`src/rtl/jtframe_shram_pkg.sv`:
```
// Shared definitions for the jtframe_shram_arb shared-RAM arbiter.
// Holds the FSM state encoding, the port-select constants and the round-robin pick helper.
package jtframe_shram_pkg;

  typedef enum logic [1:0] {
    IDLE   = 2'd0,
    ACCESS = 2'd1,
    LATCH  = 2'd2
  } state_e;

  localparam logic PORT_A = 1'b0;
  localparam logic PORT_B = 1'b1;

  // On a tie the port that was not granted last wins.
  // A single request wins whatever the pointer says.
  function automatic logic rr_pick(input logic a_pend, input logic b_pend, input logic last);
    if (a_pend && b_pend) begin
      return (last == PORT_B) ? PORT_A : PORT_B;
    end
    return b_pend ? PORT_B : PORT_A;
  endfunction

endpackage

```
`src/rtl/jtframe_shram_port.sv`:
```
// Per-requester side of jtframe_shram_arb: done flag, clock-enable gating and read-data register.
// The CPU stalls while it has a request that has not been serviced yet.
module jtframe_shram_port #(
  parameter int DW = 8
)(
  input  logic          clk,
  input  logic          rst,
  input  logic          cen_i,
  input  logic          cs_i,
  input  logic          set_done_i,
  input  logic          load_i,
  input  logic [DW-1:0] q_i,
  output logic          cen_o,
  output logic          pend_o,
  output logic [DW-1:0] din_o
);

  logic          done_q;
  logic          done_d;
  logic [DW-1:0] din_q;
  logic [DW-1:0] din_d;

  assign cen_o  = rst & cen_i & (~cs_i | done_q);
  assign pend_o = cs_i & ~done_q;
  assign din_o  = din_q;

  // Done is released once the CPU has consumed its cycle or has dropped the request.
  always_comb begin
    done_d = done_q;
    if (set_done_i) begin
      done_d = 1'b1;
    end else if (done_q && (cen_o || !cs_i)) begin
      done_d = 1'b0;
    end
    din_d = load_i ? q_i : din_q;
  end

  always_ff @(posedge clk) begin
    if (!rst) begin
      done_q <= 1'b0;
      din_q  <= '0;
    end else begin
      done_q <= done_d;
      din_q  <= din_d;
    end
  end

endmodule

```
`src/rtl/jtframe_shram_arb.sv`:
```
// Two-port arbiter serialising a main CPU (A) and an MCU (B) onto one synchronous RAM.
// Define JTFRAME_SHRAM_PRIO_EN for fixed priority (A wins ties); default is round-robin.
module jtframe_shram_arb
  import jtframe_shram_pkg::*;
#(
  parameter int AW = 11,
  parameter int DW = 8
)(
  input  logic          clk,
  input  logic          rst,
  input  logic          cen,
  input  logic          a_cs,
  input  logic          a_wrn,
  input  logic [AW-1:0] a_addr,
  input  logic [DW-1:0] a_dout,
  output logic [DW-1:0] a_din,
  output logic          a_cen,
  input  logic          b_cs,
  input  logic          b_wrn,
  input  logic [AW-1:0] b_addr,
  input  logic [DW-1:0] b_dout,
  output logic [DW-1:0] b_din,
  output logic          b_cen,
  output logic [AW-1:0] ram_addr,
  output logic          ram_we,
  output logic [DW-1:0] ram_data,
  input  logic [DW-1:0] ram_q
);

  state_e        state_q;
  state_e        state_d;
  logic          gnt_q;
  logic          gnt_d;
  logic          rd_q;
  logic          rd_d;
  logic          ram_we_q;
  logic          ram_we_d;
  logic [AW-1:0] ram_addr_q;
  logic [AW-1:0] ram_addr_d;
  logic [DW-1:0] ram_data_q;
  logic [DW-1:0] ram_data_d;
  logic          a_pend;
  logic          b_pend;
  logic          pick;
  logic          latch_a;
  logic          latch_b;

`ifdef JTFRAME_SHRAM_PRIO_EN
  assign pick = a_pend ? PORT_A : PORT_B;
`else
  logic last_q;
  logic last_d;

  assign pick = rr_pick(a_pend, b_pend, last_q);
`endif

  assign latch_a = (state_q == LATCH) && (gnt_q == PORT_A);
  assign latch_b = (state_q == LATCH) && (gnt_q == PORT_B);

  // Address and data are captured on the granting clock, so later bus changes are ignored.
  always_comb begin
    state_d    = state_q;
    gnt_d      = gnt_q;
    rd_d       = rd_q;
    ram_we_d   = 1'b0;
    ram_addr_d = ram_addr_q;
    ram_data_d = ram_data_q;
`ifndef JTFRAME_SHRAM_PRIO_EN
    last_d     = last_q;
`endif
    case (state_q)
      IDLE: begin
        if (a_pend || b_pend) begin
          state_d    = ACCESS;
          gnt_d      = pick;
`ifndef JTFRAME_SHRAM_PRIO_EN
          last_d     = pick;
`endif
          rd_d       = (pick == PORT_B) ? b_wrn : a_wrn;
          ram_we_d   = (pick == PORT_B) ? ~b_wrn : ~a_wrn;
          ram_addr_d = (pick == PORT_B) ? b_addr : a_addr;
          ram_data_d = (pick == PORT_B) ? b_dout : a_dout;
        end
      end
      ACCESS:  state_d = LATCH;
      LATCH:   state_d = IDLE;
      default: state_d = IDLE;
    endcase
  end

  always_ff @(posedge clk) begin
    if (!rst) begin
      state_q    <= IDLE;
      gnt_q      <= PORT_A;
      rd_q       <= 1'b1;
      ram_we_q   <= 1'b0;
      ram_addr_q <= '0;
      ram_data_q <= '0;
`ifndef JTFRAME_SHRAM_PRIO_EN
      last_q     <= PORT_B;
`endif
    end else begin
      state_q    <= state_d;
      gnt_q      <= gnt_d;
      rd_q       <= rd_d;
      ram_we_q   <= ram_we_d;
      ram_addr_q <= ram_addr_d;
      ram_data_q <= ram_data_d;
`ifndef JTFRAME_SHRAM_PRIO_EN
      last_q     <= last_d;
`endif
    end
  end

  // Gating with rst lets a reset in ACCESS abort the write before the RAM samples it.
  assign ram_we   = ram_we_q & rst;
  assign ram_addr = ram_addr_q;
  assign ram_data = ram_data_q;

  jtframe_shram_port #(.DW(DW)) u_port_a (
    .clk        (clk),
    .rst        (rst),
    .cen_i      (cen),
    .cs_i       (a_cs),
    .set_done_i (latch_a),
    .load_i     (latch_a & rd_q),
    .q_i        (ram_q),
    .cen_o      (a_cen),
    .pend_o     (a_pend),
    .din_o      (a_din)
  );

  jtframe_shram_port #(.DW(DW)) u_port_b (
    .clk        (clk),
    .rst        (rst),
    .cen_i      (cen),
    .cs_i       (b_cs),
    .set_done_i (latch_b),
    .load_i     (latch_b & rd_q),
    .q_i        (ram_q),
    .cen_o      (b_cen),
    .pend_o     (b_pend),
    .din_o      (b_din)
  );

endmodule

```
`config.mk`:
```
export PLATFORM = sky130hd
export DESIGN_NAME = jtframe_shram_arb
export DESIGN_NICKNAME = d
export VERILOG_FILES = /design/src/rtl/jtframe_shram_pkg.sv /design/src/rtl/jtframe_shram_port.sv /design/src/rtl/jtframe_shram_arb.sv
export SDC_FILE = /design/constraint.sdc
export NUM_CORES = 1
export LEC_CHECK = 0
export ABC_AREA = 1
export CAP_MARGIN = 10
export CORE_ASPECT_RATIO = 0.6
export CORE_MARGIN = 8
export CORE_UTILIZATION = 37
export DETAILED_ROUTE_END_ITERATION = 12
export GPL_TIMING_DRIVEN = 1
export PLACE_DENSITY = 0.82
export SLEW_MARGIN = 20
export SYNTH_ARGS = -nofsm -noshare
export SYNTH_HDL_FRONTEND = slang
export SYNTH_HIERARCHICAL = 1
export SYNTH_SLANG_ARGS = --single-unit
```
`constraint.sdc`:
```
create_clock -name clk -period 1.4 [get_ports clk]
set_input_delay 0.35 -clock clk [delete_from_list [all_inputs] [get_ports clk]]
set_output_delay 0.35 -clock clk [all_outputs]
set_load 0.01 [all_outputs]
```
==> out/qor.csv <==
stage;metric;value;unit
status;outcome;finished clean;
synth;syn_inst;271;
clocking;cts_root_buf;clkbuf_8;
synth;syn_nets;324;
sta;setup_viol;0;
route;via_count;2015;
clocking;cts.sink_count;43;
pwr;powerDensity;938;mW/mm2
clocking;cts_tree;done;
clocking;cts_made_buffers;5;
synth;syn_avg_cell_area;7.02;um2
floorplan;die_w;109;um
pwr;vdd_ir_drop_max;0.423;mV
clocking;h-tree-depth;2;
route;antenna_left;0;
grt;gr-total-overflow;0;
synth;synth_top_area_share;45.2;%
sta;fmax;761;MHz
sta;final_hold_viol_count;0;
floorplan;core.rowCount;20;
route;drt_wl_total;5860;um
grt;grt_first_pass_wirelength;9440;um
sta;setup_tns;0;ns
placed_design;port_buffers;90;
finish;final_core_util;61.6;%
finish;nFillCells;477;
critical_path;cp-start-kind;input port;
critical_path;critPathCaptureType;output pin;
finish;area_growth;62.1;%
placed_design;hpwl;4400;um
critical_path;cp_data_arrival_time;0.96;ns
floorplan;die_area;0.00777;mm2
grt;grt_use_total;15.0;%
route;drc_errors;0;
synth;ys_ff_latch;43;
worst_hold_path;hold_path.class;reg -> reg;
grt;grt_max_degree;21;
sta;slew_violations;0;
floorplan;initial_core_util;38.0;%
finish;nNetsFinal;432;
pwr;leakage;1.61;nW
sta;relSlewSlack;81.6;%
synth;yosys-top-cells-area;dfxtp_1, nand2_1, nand3b_1;
sta;layout_min_cycle_time;1.31;ns
clocking;cts_buffer_depth;2;
sta;rsz0062_at_grt;false;
clocking;clk_latency;0.29;ns
sta;worstMarginPinSlew;0.275;ns
clocking;cts_hold_buf;0;
finish;drive_gt1_share;12.1;%
critical_path;worst-path-max-fanout;2;
route;dr.pass1.iters;4;
critical_path;crit_type;in -> out;
critical_path;required;1.05;ns
synth;synthArstFlopShare;0;%
synth;synth_edf_count;0;
route;wire_per_inst;13.1;um
sta;clock_skew;0.00285;ns
grt;grt_pass1_vias;2028;
synth;yosys_most_used_dff;dfxtp_1;
floorplan;die_h;71.6;um
run;maxCapViolations;0;
clocking;clk_pin_slew;0.07;ns
sta;final.period_utilization;93.8;%
route;via_per_inst;4.52;
synth;yosysWarnings;6;
sta;timing.hold.ws;0.448;ns
synth;yosys.cell_types.count;18;
synth;syn_area;0.00190;mm2
placed_design;place_congestion;0.820;
floorplan;io_pins;91;
finish;diodes;0;
route;dr.first_iter.drc_count;71;
grt;antenna_found_initial;0;
synth;seq_area_frac_synth;45.2;%
synth;yosysTopAreaCell;dfxtp_1;
floorplan;core_area;0.00500;mm2
## cells in the mapped netlist (4+ instances only)
master,n
dfxtp_1,43
nand3b_1,19
buf_2,4
o21ai_0,17
nand2_1,69
nand3_1,25
nor2_2,4
nor2_1,34
inv_1,36
## state kept, by name, summed over array words and instances, names as in the netlist
signal	count
ram_addr	11
ram_data	8
u_port_a/din_o	8
u_port_b/din_o	8
state_q	2
gnt_q	1
last_q	1
ram_we_q	1
rd_q	1
u_port_a/done_q	1
u_port_b/done_q	1
## layout make-up
cell class | count | area (um2) | area share [%]
repair buffers | 110 | 1020 | 33.1
multi-input cells | 180 | 875 | 28.4
flip-flops and latches | 43 | 861 | 27.9
inverters | 39 | 146 | 4.75
clock buffers | 8 | 100 | 3.25
well taps | 66 | 82.6 | 2.68
## layout by cell type, fill, tap and decap left out, drive strengths merged
cell type      instances
nand2                 69
clkdlybuf4s50         48
dfxtp                 43
nor2                  40
inv                   39
dlygate4sd2           38
nand3                 25
buf                   22
nand3b                19
o21ai                 17
clkbuf                 9
nor3                   5
a21oi                  3
nor4                   2
clkdlybuf4s15          1
## stage by stage
stage | total power, W | cells | setup slack, ns | instance area (um2)
floorplan | 0.00169 | 271 | -0.0947 | 1900
global placement | 0.00212 | 434 | -0.693 | 3000
detailed placement | 0.00213 | 434 | -0.722 | 3000
CTS | 0.00292 | 444 | 0.0150 | 3070
global route | 0.00307 | 446 | 0.00967 | 3080
finish | 0.00289 | 446 | 0.0864 | 3080
## layer usage
layer  wire [um]  vias to the layer above  GRT usage [%]
met4          55                        0           4.52
met1        2780                      895           18.9
met3         511                        5           5.73
li1            -                     1056              -
met5           0                        -              0
met2        2500                       59           23.2
## what timing repair did
item,in CTS,in global routing
cloned,2,0
resized for setup,60,3
setup buffers,1,2
pin swaps,4,4
endpoints found under the setup margin,61,7
## kinds of logic after synthesis
logic type	share of synthesized area, %
flops	45.2
simple gates	38.8
compound gates	5.26
buf+inv	10.7
## worst paths after layout
| path | slack, ns | cells after the start | endpoint | from |
|---|---|---|---|---|
| setup / recovery | 0.09 | 4 | a_cen | cen |
| hold / removal | 0.45 | 2 | ram_data[4]$_SDFFE_PN0P_ | ram_data[4]$_SDFFE_PN0P_ |
| setup reg to reg | 0.11 | 8 | rd_q$_SDFFE_PN1P_ | u_port_a/done_q$_SDFFE_PN0P_ |
| hold reg to reg | 0.45 | 2 | ram_data[4]$_SDFFE_PN0P_ | ram_data[4]$_SDFFE_PN0P_ |
## where the power goes
group	switching, W	internal (W)
registers	0.0000491	0.00132
logic	0.000341	0.000354
clock network	0.000378	0.000450
## critical path, stage by stage
cell	delay [ns]
dlygate4sd2_1	0.23
inv_1	0.08
nor3_2	0.15
buf_2	0.15
No activity file was read; power rests on OpenSTA's default activity.
